File: config.mk
export PLATFORM = sky130hd
export DESIGN_NAME = sched_enqueue_dispatch_v0_2
export DESIGN_NICKNAME = d
export VERILOG_FILES = /design/src/rtl/sched_pkg.sv /design/src/rtl/sched_keep_popcount.sv /design/src/rtl/sched_enqueue_dispatch_v0_2.sv
export SDC_FILE = /design/constraint.sdc
export NUM_CORES = 1
export LEC_CHECK = 0
export ABC_AREA = 1
export CAP_MARGIN = 5
export CORE_UTILIZATION = 25
export CTS_CLUSTER_DIAMETER = 60
export DETAILED_ROUTE_END_ITERATION = 6
export PLACE_DENSITY = 0.55
export RECOVER_POWER = 100
export SETUP_SLACK_MARGIN = 0.5
export SKIP_LAST_GASP = 1
export SLEW_MARGIN = 20
export SYNTH_ARGS = -nofsm -noshare
export SYNTH_HDL_FRONTEND = slang
export SYNTH_SLANG_ARGS = --single-unit
File: constraint.sdc
create_clock -name axis_aclk -period 3.2 [get_ports axis_aclk]
set_clock_uncertainty 0.1 [all_clocks]
set_input_delay 0.64 -clock axis_aclk [delete_from_list [all_inputs] [get_ports axis_aclk]]
set_output_delay 0.64 -clock axis_aclk [all_outputs]
set_load 0.03 [all_outputs]
File: src/rtl/sched_pkg.sv
// Shared definitions for the enqueue dispatcher: FSM encoding, the default
// location of the dst_port byte in tuser, and the byte counter width.
package sched_pkg;

   // FSM encoding; 2'd3 is unused and recovers to IDLE
   localparam logic [1:0] ST_IDLE  = 2'd0;
   localparam logic [1:0] ST_WRITE = 2'd1;
   localparam logic [1:0] ST_DROP  = 2'd2;

   // Bit position of the one-hot dst_port byte inside the SUME metadata
   localparam int SCHED_DST_PORT_LSB = 24;

   // Width of every byte counter and of the drop total
   localparam int BYTE_CNT_W = 32;

   // Increment that sticks at all-ones instead of wrapping
   function automatic logic [BYTE_CNT_W-1:0] sat_inc(input logic [BYTE_CNT_W-1:0] value);
      return (&value) ? value : value + 1'b1;
   endfunction

endpackage

File: src/rtl/sched_keep_popcount.sv
// Counts the set bits of a tkeep vector, giving the valid byte count of a beat.
module sched_keep_popcount #(
   parameter int WIDTH   = 32,
   parameter int COUNT_W = $clog2(WIDTH + 1)
) (
   input  logic [WIDTH-1:0]   keep,
   output logic [COUNT_W-1:0] count
);

   // Plain adder chain over the keep bits
   always_comb begin
      count = '0;
      for (int i = 0; i < WIDTH; i++) begin
         count = count + COUNT_W'(keep[i]);
      end
   end

endmodule

File: src/rtl/sched_enqueue_dispatch_v0_2.sv
// Enqueue dispatcher: steers each AXIS packet into the output queues named by
// its dst_port byte, dropping it for queues that are nearly full or whose PIFO
// is full at the first beat. The admission decision is taken once per packet.
// Optional feature macro: SCHED_DROP_STATS_EN enables pkt_dropped,
// bytes_dropped and drop_total; without it they are constant 0.
module sched_enqueue_dispatch_v0_2
   import sched_pkg::*;
#(
   parameter int DATA_WIDTH           = 256,
   parameter int C_S_AXIS_TUSER_WIDTH = 160,
   parameter int NUM_QUEUES           = 5,
   parameter int DST_PORT_LSB         = SCHED_DST_PORT_LSB
) (
   input  logic                            axis_aclk,
   input  logic                            axis_resetn,
   input  logic                            s_axis_tvalid,
   input  logic                            s_axis_tlast,
   input  logic [DATA_WIDTH/8-1:0]         s_axis_tkeep,
   input  logic [C_S_AXIS_TUSER_WIDTH-1:0] s_axis_tuser,
   output logic                            s_axis_tready,
   input  logic [NUM_QUEUES-1:0]           buffer_almost_full,
   input  logic [NUM_QUEUES-1:0]           pifo_full,
   output logic [NUM_QUEUES-1:0]           buffer_wr_en,
   output logic [NUM_QUEUES-1:0]           pifo_insert_en,
   output logic [NUM_QUEUES-1:0]           pkt_stored,
   output logic [NUM_QUEUES-1:0]           pkt_dropped,
   output logic [BYTE_CNT_W-1:0]           bytes_stored,
   output logic [BYTE_CNT_W-1:0]           bytes_dropped,
   output logic [BYTE_CNT_W-1:0]           drop_total
);

   localparam int KEEP_W = DATA_WIDTH / 8;
   localparam int KCNT_W = $clog2(KEEP_W + 1);

   logic [1:0]            state;
   logic                  tready_q;
   logic                  beat;
   logic                  first_beat;
   logic                  pkt_done;
   logic [NUM_QUEUES-1:0] dst_mask;
   logic [NUM_QUEUES-1:0] elig_now;
   logic [NUM_QUEUES-1:0] elig_q;
   logic [NUM_QUEUES-1:0] cur_elig;
   logic [NUM_QUEUES-1:0] stored_q;
   logic [KCNT_W-1:0]     keep_count;
   logic [BYTE_CNT_W-1:0] byte_acc;
   logic [BYTE_CNT_W-1:0] byte_total;
   logic [BYTE_CNT_W-1:0] stat_bytes_q;
   logic                  unused_tuser;

   // Only the dst_port byte of tuser matters here
   assign unused_tuser = ^s_axis_tuser;

   sched_keep_popcount #(
      .WIDTH   (KEEP_W),
      .COUNT_W (KCNT_W)
   ) u_keep_popcount (
      .keep  (s_axis_tkeep),
      .count (keep_count)
   );

   // Queues keep a full packet of headroom, so the stream is never stalled;
   // ready is simply held low while in reset
   always_ff @(posedge axis_aclk or negedge axis_resetn) begin
      if (!axis_resetn) begin
         tready_q <= 1'b0;
      end else begin
         tready_q <= 1'b1;
      end
   end

   assign s_axis_tready = tready_q;
   assign beat          = s_axis_tvalid & s_axis_tready;
   assign first_beat    = (state != ST_WRITE) && (state != ST_DROP);
   assign pkt_done      = beat & s_axis_tlast;

   // Even dst_port bits select the physical queues, any odd bit selects DMA
   always_comb begin
      dst_mask = '0;
      for (int i = 0; i < NUM_QUEUES - 1; i++) begin
         dst_mask[i] = s_axis_tuser[DST_PORT_LSB + 2*i];
      end
      dst_mask[NUM_QUEUES-1] = s_axis_tuser[DST_PORT_LSB + 1] | s_axis_tuser[DST_PORT_LSB + 3]
                             | s_axis_tuser[DST_PORT_LSB + 5] | s_axis_tuser[DST_PORT_LSB + 7];
   end

   assign elig_now   = dst_mask & ~buffer_almost_full & ~pifo_full;
   assign cur_elig   = first_beat ? elig_now : elig_q;
   assign byte_total = (first_beat ? '0 : byte_acc) + BYTE_CNT_W'(keep_count);

   // Write strobes follow the live decision on the first beat, the latched one after
   always_comb begin
      buffer_wr_en   = '0;
      pifo_insert_en = '0;
      if (beat) begin
         if (first_beat) begin
            buffer_wr_en   = elig_now;
            pifo_insert_en = elig_now;
         end else if (state == ST_WRITE) begin
            buffer_wr_en = elig_q;
         end
      end
   end

   // Packet FSM: decide on the first beat, hold that decision until tlast
   always_ff @(posedge axis_aclk or negedge axis_resetn) begin
      if (!axis_resetn) begin
         state    <= ST_IDLE;
         elig_q   <= '0;
         byte_acc <= '0;
      end else if (beat) begin
         byte_acc <= byte_total;
         if (first_beat) begin
            elig_q <= elig_now;
            if (!s_axis_tlast) begin
               state <= (|elig_now) ? ST_WRITE : ST_DROP;
            end else begin
               state <= ST_IDLE;
            end
         end else if (s_axis_tlast) begin
            state <= ST_IDLE;
         end
      end else if (first_beat) begin
         state <= ST_IDLE;
      end
   end

   // Stored pulse and packet byte count, registered one cycle after tlast
   always_ff @(posedge axis_aclk or negedge axis_resetn) begin
      if (!axis_resetn) begin
         stored_q     <= '0;
         stat_bytes_q <= '0;
      end else begin
         stored_q     <= pkt_done ? cur_elig : '0;
         stat_bytes_q <= pkt_done ? byte_total : '0;
      end
   end

   assign pkt_stored   = stored_q;
   assign bytes_stored = (|stored_q) ? stat_bytes_q : '0;

`ifdef SCHED_DROP_STATS_EN
   logic [NUM_QUEUES-1:0] mask_q;
   logic [NUM_QUEUES-1:0] cur_mask;
   logic [NUM_QUEUES-1:0] drop_now;
   logic [NUM_QUEUES-1:0] dropped_q;
   logic [BYTE_CNT_W-1:0] drop_total_q;

   assign cur_mask = first_beat ? dst_mask : mask_q;
   assign drop_now = cur_mask & ~cur_elig;

   // Destination mask is kept so a partial multicast can report its dropped queues
   always_ff @(posedge axis_aclk or negedge axis_resetn) begin
      if (!axis_resetn) begin
         mask_q <= '0;
      end else if (beat && first_beat) begin
         mask_q <= dst_mask;
      end
   end

   // Dropped pulse and saturating packet drop total
   always_ff @(posedge axis_aclk or negedge axis_resetn) begin
      if (!axis_resetn) begin
         dropped_q    <= '0;
         drop_total_q <= '0;
      end else begin
         dropped_q <= pkt_done ? drop_now : '0;
         if (pkt_done && (|drop_now)) begin
            drop_total_q <= sat_inc(drop_total_q);
         end
      end
   end

   assign pkt_dropped   = dropped_q;
   assign bytes_dropped = (|dropped_q) ? stat_bytes_q : '0;
   assign drop_total    = drop_total_q;
`else
   assign pkt_dropped   = '0;
   assign bytes_dropped = '0;
   assign drop_total    = '0;
`endif

endmodule

==> metrics.md, run 1 <==
| Metric | Value |
|---|---|
| #FFs+latches synth | `77` |
| Final worst slack | `-2780 ps` |
| Setup TNS Final | `-166450 ps` |
| Max FO, Critical Path | `4` |
| I/O Buffers | `101` |
| Kind of end point of the critical path | `flop` |
| Synth Area per Inst | `7.11 um2` |
| Vias in the first global route | `5399` |
| Die X-Extent | `157 um` |
| Fmax | `167 MHz` |
| Outcome | `complete, but fails checks` |
| Initial DRC Count | `308` |
| Root buf cell | `clkbuf_16` |
| 1st-pass router iterations | `5` |
| CP Launch Point | `s_axis_tkeep[0]` |
| ANT cells | `0` |
| Area leader, netlist | `dfrtp_1` |
| Vert. Die Dim | `157 um` |
| Fin nets | `1243` |
| Die ar. | `24500 um2` |
| # IOs | `323` |
| Buffers & Inverters on Critical Path | `5` |
| RSZ-0062 raised after global routing | `yes` |
| Share of layout cells above drive strength 1 | `0.247` |
| Starting Density | `0.255` |
| Synth Instances | `841` |
| Clk slew on worst S/H paths | `60 ps` |
| Min-delay src | `elig_q[3]$_DFFE_PN0P_` |
| Critical Path AT | `6110 ps` |
| Drt total wl | `16.5 mm` |
| # hold bufs at CTS | `0` |
| Largest net degree at the start of global routing | `78` |
| Clock Sinks | `77` |
| Post-DP HPWL | `11.8 mm` |
| Distinct cells, synth | `31` |
| Least-Margin Pin Slew | `1960 ps` |
| Cell Area, Synth | `5980 um2` |
| Worst hold path type | `flop to flop` |
| Row count | `56` |
| Slew Viols, Final | `78` |
| Residual DRC | `0` |
| Global route overflow | `0` |
| Drt wl/cell | `12.5 um` |
| Core area | `23500 um2` |
| TritonCTS clock tree | `done` |
| WP data required | `3330 ps` |
| CP peak stage delay | `590 ps` |
| Total power | `7.82 mW` |
| Critical path class | `input port to flop` |
| Clock latency on the worst-skew pair | `340 ps` |
| Pre-CTS setup slack | `-3490 ps` |
| Yosys top cell area share | `0.322` |
| Maximum vdd drop | `898 uV` |
| Maximum buffer depth of the clock tree | `2` |
| Period minus WS final | `5980 ps` |
| Clock buffers created by TritonCTS | `9` |
| Hold Vio Cnt, Final | `0` |
| First-pass GRT wire length | `26.3 mm` |
| Reg2reg start | `state[0]$_DFFE_PN0P_` |
| Slowest CP cell | `fa_2` |
| Flop2flop setup slack | `310 ps` |
| Yosys warnings | `0` |
| CP most frequent cell | `fa_1` |
| Antenna violations before repair | `0` |
| Leakage | `4.55 nW` |
| Final setup violation count | `64` |
| Period utilisation layout | `1.87` |
| Post-synthesis sequential area ratio | `0.322` |
| Max Cap Violations | `1` |
| Fillers | `2477` |
| CTS H-tree lvls | `3` |
| WHS | `383 ps` |
| Failing checks | `max-capacitance violations, max-slew violations, negative setup slack` |
| Cell Pwr Density | `918 nW/um2` |
| Final Util | `0.363` |
| Via Count | `5416` |
| Vias per cell | `4.10` |
| Startpoint types | `input port` |
| Layout area overhead | `42.3%` |
| Relative slew margins | `-0.308` |
| Area contributors post-synth | `dfrtp_1, nand2_1, inv_1` |
| Gr usage total | `0.136` |
| Post-DRT Antenna Nets | `0` |
| CP top delay family | `adder cells` |
| GP Congestion | `0.914` |
==> cells in the mapped netlist <==
library cell	instances
dfrtp_1	77
a31oi_1	4
a21oi_1	25
clkbuf_1	11
buf_12	1
buf_4	69
inv_2	2
nand2_2	7
nor3_1	3
clkinv_1	2
buf_6	2
nor2_1	91
nand4_1	6
nor2_2	15
nand3b_1	1
xor2_1	7
ha_1	15
nor4_1	1
fa_1	25
nand2_1	221
o21ai_0	22
conb_1	2
inv_1	152
nor3b_1	4
a21boi_0	1
nor2_4	3
buf_2	6
nand3_1	59
nand3_4	1
o21ai_2	1
nand3_2	5
==> through the flow <==
step,area (um2),cells
after floorplan,6330,909
after global routing,8510,1320
after CTS,8000,1309
final,8510,1320
after global placement,7410,1283
after detailed placement,7410,1283
==> logic make-up (layout without fill, tap and decap cells) <==
logic type | Yosys count | count (layout) | synth area share
AND/OR/NAND/NOR | 417 | 417 | 0.301
XOR/XNOR | 7 | 7 | 0.0103
adder cells (fa/ha/maj) | 40 | 40 | 0.115
buffers and inverters | 245 | 337 | 0.204
AO/OA/AOI/OAI | 53 | 53 | 0.0462
flip-flops | 77 | 77 | 0.322
other | 2 | 70 | 0.00126
==> registers in the layout, indices dropped and copies added, names as in the netlist <==
signal	flops
elig_q	5
stat_bytes_q	32
s_axis_tready	1
byte_acc	32
state	2
pkt_stored	5
==> final timing paths <==
check | end | cells after the start
worst max-delay path | byte_acc[30]$_DFFE_PN0P_ | 25
worst min-delay path | elig_q[3]$_DFFE_PN0P_ | 2
worst max register to register | stat_bytes_q[14]$_DFF_PN0_ | 11
worst min register to register | elig_q[3]$_DFFE_PN0P_ | 2
max in group asynchronous | byte_acc[1]$_DFFE_PN0P_ | 1
min in group asynchronous | stat_bytes_q[28]$_DFF_PN0_ | 1
==> worst register-to-register path, stage by stage (launching register included) <==
cell,delay [ps]
dfrtp_1,380
ha_1,600
clkinvlp_2,510
buf_12,300
nand2_1,100
nor2_1,50
nand2_1,170
nor2_1,160
nand2_4,110
xor2_1,130
nand2_1,80
nor2_1,120
==> metal layers <==
layer	share of wire	track usage
met1	0.43	0.168
met2	0.49	0.238
met4	0.016	0.0378
met3	0.059	0.0291
met5	0	0
==> cell usage in the layout, fill, tap and decap left out, types with 8 or more instances in the layout <==
| master | instances |
|---|---|
| fa_1 | 20 |
| nor2_1 | 79 |
| dlymetal6s2s_1 | 8 |
| nand3_2 | 17 |
| dlygate4sd2_1 | 42 |
| nand2_1 | 187 |
| buf_6 | 14 |
| dfrtp_1 | 77 |
| nand2_2 | 24 |
| o21ai_0 | 14 |
| inv_2 | 13 |
| nand2_4 | 15 |
| nor2_4 | 9 |
| nor2_2 | 21 |
| buf_4 | 57 |
| conb_1 | 70 |
| ha_1 | 8 |
| clkbuf_16 | 10 |
| a21oi_2 | 15 |
| inv_1 | 140 |
| nand3_1 | 43 |
| clkdlybuf4s50_1 | 29 |
==> power by group <==
part | switching [mW] | internal, mW
clock | 0.407 | 0.799
sequential | 0.0193 | 1.04
combinational | 2.84 | 2.71
==> timing repair <==
item	CTS	global route
resized for setup	128	130
gates cloned	0	1
pin swaps	34	62
buffers inserted	11	10
hold endpoints to repair	0	0
endpoints found under the setup margin	102	70
==> cell type report <==
class | instances | area [um2] | share of cell area
multi-input combinational | 587 | 3740 | 0.440
sequential | 77 | 1930 | 0.226
timing repair buffer | 166 | 1500 | 0.176
inverter | 156 | 591 | 0.0694
tap | 319 | 399 | 0.0469
clock buffer | 11 | 253 | 0.0297
clock inverter | 4 | 95.1 | 0.0112
(Power assumes the default switching activity.)
==> run 2, diff against run 1 <==
CAP_MARGIN = 20   (was 5)
clock period = 5.9 ns   (was 3.2 ns; I/O delays follow)
==> metrics.md, run 2 (same netlist as run 1, synthesis figures left out) <==
| Metric | Value |
|---|---|
| Outcome | `complete, but fails checks (unchanged)` |
| Failing checks | `max-capacitance violations, max-slew violations, negative setup slack (unchanged)` |
| Final setup violation count | `60 (was 64)` |
| Critical path class | `input port to flop (unchanged)` |
| 1st-pass router iterations | `7 (was 5)` |
| GP Congestion | `0.858 (was 0.914)` |
| # IOs | `323 (unchanged)` |
| Commonest non-fill, non-tap cell in the layout | `nand2_1 (unchanged)` |
| Vias in the first global route | `5095 (was 5399)` |
| Commonest cells after routing, fill and taps aside | `nand2_1, inv_1, nor2_1 (unchanged)` |
| Final Util | `0.351 (was 0.363)` |
| Drt wl/cell | `11.8 um (was 12.5 um)` |
| Placement Cell Area | `7290 um2 (was 7410 um2)` |
| Total power | `3.82 mW (was 7.82 mW)` |
| Fin area | `8250 um2 (was 8510 um2)` |
| WP data required | `6040 ps (was 3330 ps)` |
| Core area | `23500 um2 (unchanged)` |
| Die ar. | `24500 um2 (unchanged)` |
| RSZ-0062 raised after global routing | `yes (unchanged)` |
| Least-Margin Pin Slew | `4100 ps (was 1960 ps)` |
| Post-DRT Antenna Nets | `0 (unchanged)` |
| Final worst slack | `-539 ps (was -2780 ps)` |
| Fin nets | `1223 (was 1243)` |
| Die X-Extent | `157 um (unchanged)` |
| Via Count | `5235 (was 5416)` |
| Leakage | `4.26 nW (was 4.55 nW)` |
| GR Util met1 | `0.162 (was 0.168)` |
| Max FO, Critical Path | `7 (was 4)` |
| Maximum vdd drop | `463 uV (was 898 uV)` |
| Gr usage total | `0.129 (was 0.136)` |
| Layout area overhead | `37.9% (was 42.3%)` |
| Period utilisation layout | `1.09` |
| Clock buffers created by TritonCTS | `9 (unchanged)` |
| I/O Buffers | `101 (unchanged)` |
| Cell count after placement | `1268 (was 1283)` |
| Startpoint types | `input port (unchanged)` |
| ANT cells | `0 (unchanged)` |
| Period minus WS final | `6440 ps` |
| Maximum buffer depth of the clock tree | `2 (unchanged)` |
| Hold Vio Cnt, Final | `0 (unchanged)` |
| Post-DP HPWL | `11.1 mm (was 11.8 mm)` |
| Grt peak-use layer | `met2 (unchanged)` |
| Kind of end point of the critical path | `flop (unchanged)` |
| Drt total wl | `15.3 mm (was 16.5 mm)` |
| Critical Path AT | `6580 ps (was 6110 ps)` |
| Worst hold path type | `flop to flop (unchanged)` |
| TritonCTS clock tree | `done (unchanged)` |
| Initial DRC Count | `231 (was 308)` |
| Global route overflow | `0 (unchanged)` |
| Fmax | `155 MHz` |
| Biggest regs | `byte_acc (32), stat_bytes_q (32) (unchanged)` |
| Clock Sinks | `77 (unchanged)` |
| Pre-CTS setup slack | `-1300 ps (was -3490 ps)` |
| Max Cap Violations | `1 (unchanged)` |
| Clock latency on the worst-skew pair | `340 ps (about the same)` |
| CTS H-tree lvls | `3 (unchanged)` |
| Antenna violations before repair | `0 (unchanged)` |
| Share of layout cells above drive strength 1 | `0.223 (was 0.247)` |
| Final Non-Filler Cells | `1299 (was 1320)` |
| Row count | `56 (unchanged)` |
| Vert. Die Dim | `157 um (unchanged)` |
| Relative slew margins | `-1.73 (was -0.308)` |
| First-pass GRT wire length | `24.7 mm (was 26.3 mm)` |
| Largest net degree at the start of global routing | `78 (unchanged)` |
| Clk slew on worst S/H paths | `60 ps (about the same)` |
| Starting Density | `0.255 (unchanged)` |
| Residual DRC | `0 (unchanged)` |
| WHS | `384 ps (was 383 ps)` |
| Root buf cell | `clkbuf_16 (unchanged)` |
| Vias per cell | `4.03 (was 4.10)` |
| Slew Viols, Final | `78 (unchanged)` |
| Setup TNS Final | `-26250 ps (was -166450 ps)` |
| M3 GR Usage | `0.0266 (was 0.0291)` |
| Met2 Use GR | `0.219 (was 0.238)` |
| Cell Pwr Density | `463 nW/um2 (was 918 nW/um2)` |
## run 2: changes by cell type in the layout (fill, tap and decap cells not counted), moves of 3 or more
cell | previous run | this run
buf_2 | 0 | 4
buf_4 | 57 | 32
clkdlybuf4s50_1 | 29 | 45
dlygate4sd2_1 | 42 | 7
dlygate4sd3_1 | 6 | 39
dlymetal6s2s_1 | 8 | 0
inv_2 | 13 | 16
nand3_1 | 43 | 39
nand3_2 | 17 | 22
nor3b_1 | 1 | 4
nor3b_4 | 3 | 0
## run 2: worst max-delay path, cell delays in order
cell	delay (ps)
buf_6	90
ha_4	250
inv_2	30
fa_1	450
fa_1	510
fa_1	440
fa_1	510
fa_1	430
fa_1	510
fa_2	200
inv_2	40
fa_2	570
inv_2	50
fa_2	370
inv_2	80
nand3_2	80
nand2_4	110
buf_12	110
nand3_4	100
nand2_8	130
nand2_1	70
nand2_1	70
nand3_1	80
nor2_1	120
## run 2: layout make-up
| cell class | instances | area (um2) |
|---|---|---|
| fill | 2474 | 15200 |
| tap | 319 | 399 |
| clock buffer | 9 | 225 |
| multi-input combinational | 588 | 3690 |
| inverter | 156 | 586 |
| sequential | 77 | 1930 |
| timing repair buffer | 145 | 1350 |
| clock inverter | 5 | 77.6 |
## run 2: what timing repair did
action / in CTS / in global routing
pin swaps: 32 / 38
gates resized for setup: 100 / 83
endpoints found under the setup margin: 64 / 64
gates cloned: 1 / 0
hold buffers: 0 / 0
buffers inserted: 10 / 6
## run 2: final timing paths
check	start	to	slack, ps	cells past startpoint
setup / recovery	s_axis_tkeep[0]	stat_bytes_q[16]$_DFF_PN0_	-540	24
hold / removal	byte_acc[31]$_DFFE_PN0P_	byte_acc[31]$_DFFE_PN0P_	380	2
setup reg to reg	state[0]$_DFFE_PN0P_	byte_acc[23]$_DFFE_PN0P_	2680	13
hold reg to reg	byte_acc[31]$_DFFE_PN0P_	byte_acc[31]$_DFFE_PN0P_	380	2
max in group asynchronous	axis_resetn	byte_acc[7]$_DFFE_PN0P_	1220	1
min in group asynchronous	axis_resetn	byte_acc[29]$_DFFE_PN0P_	2170	1
## run 2: metal layers
metal | vias up | part of all wire | routed length, um
li1 | 2665 | - | -
met1 | 2413 | 0.45 | 6890
met2 | 146 | 0.48 | 7390
met3 | 11 | 0.053 | 811
met4 | 0 | 0.013 | 195
met5 | - | 0 | 0
## run 2: where the power goes
part           switching [mW]  internal [mW]  leakage, nW  total [mW]
Clock                   0.218          0.364        0.147       0.582
Combinational            1.36           1.31         3.05        2.66
Sequential            0.00979          0.562         1.06       0.572
Total                    1.58           2.23         4.26        3.82
==> run 3, diff against run 2 <==
SETUP_SLACK_MARGIN = unset   (was 0.5)
==> metrics.md, run 3 (same netlist as run 1, synthesis figures left out) <==
| Metric | Value |
|---|---|
| WP data required | `6030 ps (was 6040 ps)` |
| RSZ-0062 raised after global routing | `yes (unchanged)` |
| Reg2reg path depth | `10 (was 13)` |
| Fmax | `154 MHz (was 155 MHz)` |
| Hold Vio Cnt, Final | `0 (unchanged)` |
| Post-DP HPWL | `11.2 mm (was 11.1 mm)` |
| Critical Path AT | `6640 ps (was 6580 ps)` |
| Slew Viols, Final | `111 (was 78)` |
| Die ar. | `24500 um2 (unchanged)` |
| Vias in the first global route | `5076 (was 5095)` |
| Final setup violation count | `60 (unchanged)` |
| Hold Path Stages | `2 (unchanged)` |
| Kind of end point of the critical path | `flop (unchanged)` |
| Final worst slack | `-608 ps (was -539 ps)` |
| Layout area overhead | `35.4% (was 37.9%)` |
| Worst hold path type | `flop to flop (unchanged)` |
| Slowest CP cell | `fa_1 (was fa_2)` |
| WHS | `385 ps (was 384 ps)` |
| Maximum vdd drop | `392 uV (was 463 uV)` |
| Met1 wire length | `6.92 mm (was 6.89 mm)` |
| Largest net degree at the start of global routing | `78 (unchanged)` |
| Biggest regs | `byte_acc (32), stat_bytes_q (32) (unchanged)` |
| Share of layout cells above drive strength 1 | `0.195 (was 0.223)` |
| TritonCTS clock tree | `done (unchanged)` |
| # hold bufs at CTS | `0 (unchanged)` |
| CP most frequent cell | `fa_1 (unchanged)` |
| CTS H-tree lvls | `3 (unchanged)` |
| Pre-CTS setup slack | `-1300 ps (about the same)` |
| Fin nets | `1226 (was 1223)` |
| Post-DRT Antenna Nets | `0 (unchanged)` |
| Global route overflow | `0 (unchanged)` |
| Startpoint types | `input port (unchanged)` |
| Commonest non-fill, non-tap cell in the layout | `nand2_1 (unchanged)` |
| First-pass GRT wire length | `25.0 mm (was 24.7 mm)` |
| Vias per cell | `4.00 (was 4.03)` |
| Vert. Die Dim | `157 um (unchanged)` |
| Critical path class | `input port to flop (unchanged)` |
| Root buf cell | `clkbuf_16 (unchanged)` |
| Clock latency on the worst-skew pair | `340 ps (about the same)` |
| WL met3 | `757 um (was 811 um)` |
| Commonest cells after routing, fill and taps aside | `nand2_1, inv_1, nor2_1 (unchanged)` |
| CP peak stage delay | `510 ps (was 570 ps)` |
| Starting Density | `0.255 (unchanged)` |
| Period utilisation layout | `1.10 (was 1.09)` |
| Clock buffers created by TritonCTS | `9 (unchanged)` |
| Clock Sinks | `77 (unchanged)` |
| Residual DRC | `0 (unchanged)` |
| ANT cells | `0 (unchanged)` |
| Leakage | `4.21 nW (was 4.26 nW)` |
| Antenna violations before repair | `0 (unchanged)` |
| Die X-Extent | `157 um (unchanged)` |
| Drt wl/cell | `11.6 um (was 11.8 um)` |
| Initial DRC Count | `196 (was 231)` |
| Maximum buffer depth of the clock tree | `2 (unchanged)` |
| Max FO, Critical Path | `4 (was 7)` |
| Via Count | `5216 (was 5235)` |
| Met2 WL post-DR | `7.30 mm (was 7.39 mm)` |
| Least-Margin Pin Slew | `4210 ps (was 4100 ps)` |
| Gr usage total | `0.130 (was 0.129)` |
| Row count | `56 (unchanged)` |
| 1st-pass router iterations | `4 (was 7)` |
| Highest routed layer | `met4 (unchanged)` |
| Clk slew on worst S/H paths | `60 ps (about the same)` |
| Outcome | `complete, but fails checks (unchanged)` |
| GP Congestion | `0.847 (was 0.858)` |
| Period minus WS final | `6510 ps (was 6440 ps)` |
| I/O Buffers | `101 (unchanged)` |
| # IOs | `323 (unchanged)` |
| Relative slew margins | `-1.81 (was -1.73)` |
| Max Cap Violations | `2 (was 1)` |
| Fillers | `2550 (was 2474)` |
| Failing checks | `max-capacitance violations, max-slew violations, negative setup slack (unchanged)` |
| Drt total wl | `15.2 mm (was 15.3 mm)` |
| Cell Pwr Density | `444 nW/um2 (was 463 nW/um2)` |
| Core area | `23500 um2 (unchanged)` |
[run 3: area by class of cell]
cell class	instances	area, um2	share of cell area
Timing Repair Buffer	148	1350	0.167
Tap cell	319	399	0.0493
Clock inverter	5	85.1	0.0105
Clock buffer	10	239	0.0295
Inverter	156	586	0.0723
Multi-Input combinational cell	588	3510	0.434
Sequential cell	77	1930	0.238
[run 3: repair_timing]
item,in CTS,in global routing
setup endpoints to repair,62,62
gates cloned,1,0
hold endpoints to repair,0,0
pin swaps,43,44
setup buffers,14,6
resized for setup,83,58
[run 3: power by group]
part / leakage (nW) / total, mW / internal [mW] / switching [mW]
Clock: 0.155 / 0.608 / 0.381 / 0.227
Sequential: 1.06 / 0.572 / 0.562 / 0.00991
Combinational: 2.99 / 2.41 / 1.18 / 1.23
[run 3: stage by stage]
stage / instances / cell area (um2) / power [mW] / utilization / setup TNS (ps)
finish: 1303 / 8100 / 3.59 / 0.345 / -28850
CTS: 1297 / 7910 / 3.45 / 0.337 / -41640
global route: 1303 / 8100 / 3.93 / 0.345 / -41780
detailed placement: 1268 / 7290 / 2.35 / 0.311 / -73180
global placement: 1268 / 7290 / 2.33 / 0.311 / -70350
floorplan: 909 / 6300 / 1.77 / - / -22180
[run 3: path summary, 6_finish.rpt]
path / endpoint / slack [ps] / start
hold reg to reg: elig_q[2]$_DFFE_PN0P_ / 390 / elig_q[2]$_DFFE_PN0P_
min in group asynchronous: stat_bytes_q[28]$_DFF_PN0_ / 2220 / axis_resetn
hold / removal: elig_q[2]$_DFFE_PN0P_ / 390 / elig_q[2]$_DFFE_PN0P_
max in group asynchronous: elig_q[4]$_DFFE_PN0P_ / 1120 / axis_resetn
setup reg to reg: stat_bytes_q[31]$_DFF_PN0_ / 2810 / state[0]$_DFFE_PN0P_
setup / recovery: byte_acc[30]$_DFFE_PN0P_ / -610 / s_axis_tkeep[0]
[run 3: routing by layer]
metal  track usage  vias up
li1              -     2670
met1         0.167     2399
met2         0.219      135
met3        0.0263       12
met4        0.0369        0
met5             0        -
[run 3: critical path, delay by kind of cell]
| kind | cells | cell delay (ps) |
|---|---|---|
| adders and majority gates | 10 | 3990 |
| xor gates and xnor gates | 1 | 170 |
| and+or+nand+nor | 12 | 900 |
| buffers and inverters | 5 | 390 |
==> RTL change: new RTL, flow settings as in run 3 <==
Put a register stage on the output `bytes_stored`, without a reset. The value now appears one clock later. The other outputs are not delayed to match.
--- a/src/rtl/sched_enqueue_dispatch_v0_2.sv
+++ b/src/rtl/sched_enqueue_dispatch_v0_2.sv
@@ -138,5 +138,7 @@
 
    assign pkt_stored   = stored_q;
-   assign bytes_stored = (|stored_q) ? stat_bytes_q : '0;
+   always_ff @(posedge axis_aclk) begin
+      bytes_stored <= (|stored_q) ? stat_bytes_q : '0;
+   end
 
 `ifdef SCHED_DROP_STATS_EN
Check against the original RTL: not equivalent (Yosys sat finds a counterexample within 4 cycles, from zero or initial values and one cycle with axis_resetn low).
==> RTL change against run 3 <==
- the run ends with DRC, capacitance limit, slew limit, setup timing left
- setup slack better by 0.054 ns
- utilization down 0.56 points
- final cell count grew 3.2%
- sequential cell count increased by 32
- combinational power is 21% higher
- total power is 21% higher
- critical path type unchanged
- final area increased by 9.5%
- area after synthesis increased by 12%
- die area grew 11%
- register-to-register slack gained 0.06 ns
- clock power up 7.4%
- routed wire length rose by 7.4%
- hold slack worse by 0.057 ns
==> RTL change: results (changes against run 3) <==
Layout
  • Area of the multi-input gates: 3650 µm² (+4.0%)
  • Storage cell area: 2570 µm² (+33%)
  • Finished layout cell area: 8870 µm² (+9.5%)
  • # fillers: 2769 (+8.6%)
  • Signal buffers: 140 (-5.4%)
  • Share of layout cells above drive strength 1: 18.8% (-0.70 points)
  • Top Registers: byte_acc (32), bytes_stored (32), stat_bytes_q (32)
  • Signal buf overhead: 14.9% (-1.7 points)
  • Final non-filler cell total: 1345 (+3.2%)
  • Clock buffer cells: 12 (+2)
  • #MultiIn Comb: 590 (+0.34%)

Timing
  • Fin worst setup slack: -0.554 ns (+0.0538 ns)
  • Fin Hold WS: 0.328 ns (-0.0567 ns)
  • Slew margin rel.: -179% (+1.6 points)
  • Final setup viols: 60 (unchanged)
  • Setup TNS: -28.61 ns (+0.239 ns)
  • Slew Limit Fails: 111 (unchanged)

Detailed routing
  • Drt initial violations: 291 (+48%)
  • Wirelength per Cell: 12.1 µm (+4.0%)
  • Drt first pass iters: 7 (+3)
  • Met2 Routed Length: 8010 µm (+9.7%)
  • Met3 routed WL: 839 µm (+11%)
  • DR vias: 5482 (+5.1%)
  • Drt drc: 26 (+26)

Logic synthesis
  • Post-Syn Instances: 873 (+3.8%)
  • Commonest cells in the netlist: nand2_1, inv_1, nor2_1, dfrtp_1, buf_4
  • Fraction of registers with async set/reset: 70.6% (-29 points)
  • Yosys cell types: 34 (+9.7%)
  • Post-Synth XOR/XNOR Area: 1.05% (+0.025 points)
  • Synth top area cells: dfrtp_1, nand2_1, dfxtp_1, inv_1, buf_4
  • Compound-gate portion of the synthesized area: 3.94% (-0.69 points)

Worst setup path
  • Worst-path maximum fanout: 5 (+1)
  • Slowest cell on crit path: fa_1
  • Flop-to-flop setup slack: 2.87 ns (+0.06 ns)
  • CP arrival: 6.62 ns (-0.02 ns)

Power
  • Sw Ratio: 41.9% (+1.0 points)
  • Max rail drop VDD: 0.748 mV (+91%)
  • Clock power frac: 15.0% (-1.9 points)
  • Combinational gate power: 2.92 mW (+21%)
  • Net load switching power: 1.83 mW (+24%)
  • Static leakage: 4.47 nW (+6.1%)

Place
  • Routability cong.: 0.856 (+1.1%)
  • Placed instance area: 7960 µm² (+9.1%)
  • HPWL Detailed: 11300 µm (+0.63%)
  • DP Worst Slack: -1.35 ns (-0.0515 ns)

Run status
  • Violated checks: DRC, capacitance limit, slew limit, setup timing
  • Status: finished, violations left

Global routing
  • Total GRT Usage: 12.2% (-0.78 points)
  • Global-route met2 utilization: 21.4% (-0.52 points)
  • First-pass GRT wire length: 26200 µm (+4.7%)
  • Vias in the first global route: 5283 (+4.1%)
  • Grt met1 use: 15.1% (-1.6 points)

Floorplan
  • Die ar.: 27300 µm² (+11%)

Run
  • Max_cap viols: 2 (unchanged)

Clock tree
  • Post-CTS Setup Bufs: 13 (-1)
  • Post-CTS resize count: 87 (+4.8%)
  • Clock sink count: 109 (+42%)
==> RTL change: cell count changes after synthesis, moves of 3 or more <==
| cell | before | now |
|---|---|---|
| dfxtp_1 | 0 | 32 |
| nand3_2 | 5 | 2 |
| nand3_1 | 59 | 54 |
| nand3b_1 | 1 | 5 |
| buf_2 | 6 | 3 |
| nor2_4 | 3 | 9 |
| nand4_1 | 6 | 3 |
==> RTL change: worst paths after layout <==
path | startpoint | endpoint | depth (start not counted)
max in group asynchronous | axis_resetn | byte_acc[8]$_DFFE_PN0P_ | 1
max reg2reg | state[1]$_DFFE_PN0P_ | stat_bytes_q[21]$_DFF_PN0_ | 14
min reg2reg | stat_bytes_q[8]$_DFF_PN0_ | bytes_stored[8]$_SDFF_PN0_ | 2
max | s_axis_tkeep[0] | stat_bytes_q[25]$_DFF_PN0_ | 27
min | stat_bytes_q[8]$_DFF_PN0_ | bytes_stored[8]$_SDFF_PN0_ | 2
min in group asynchronous | axis_resetn | stat_bytes_q[27]$_DFF_PN0_ | 1
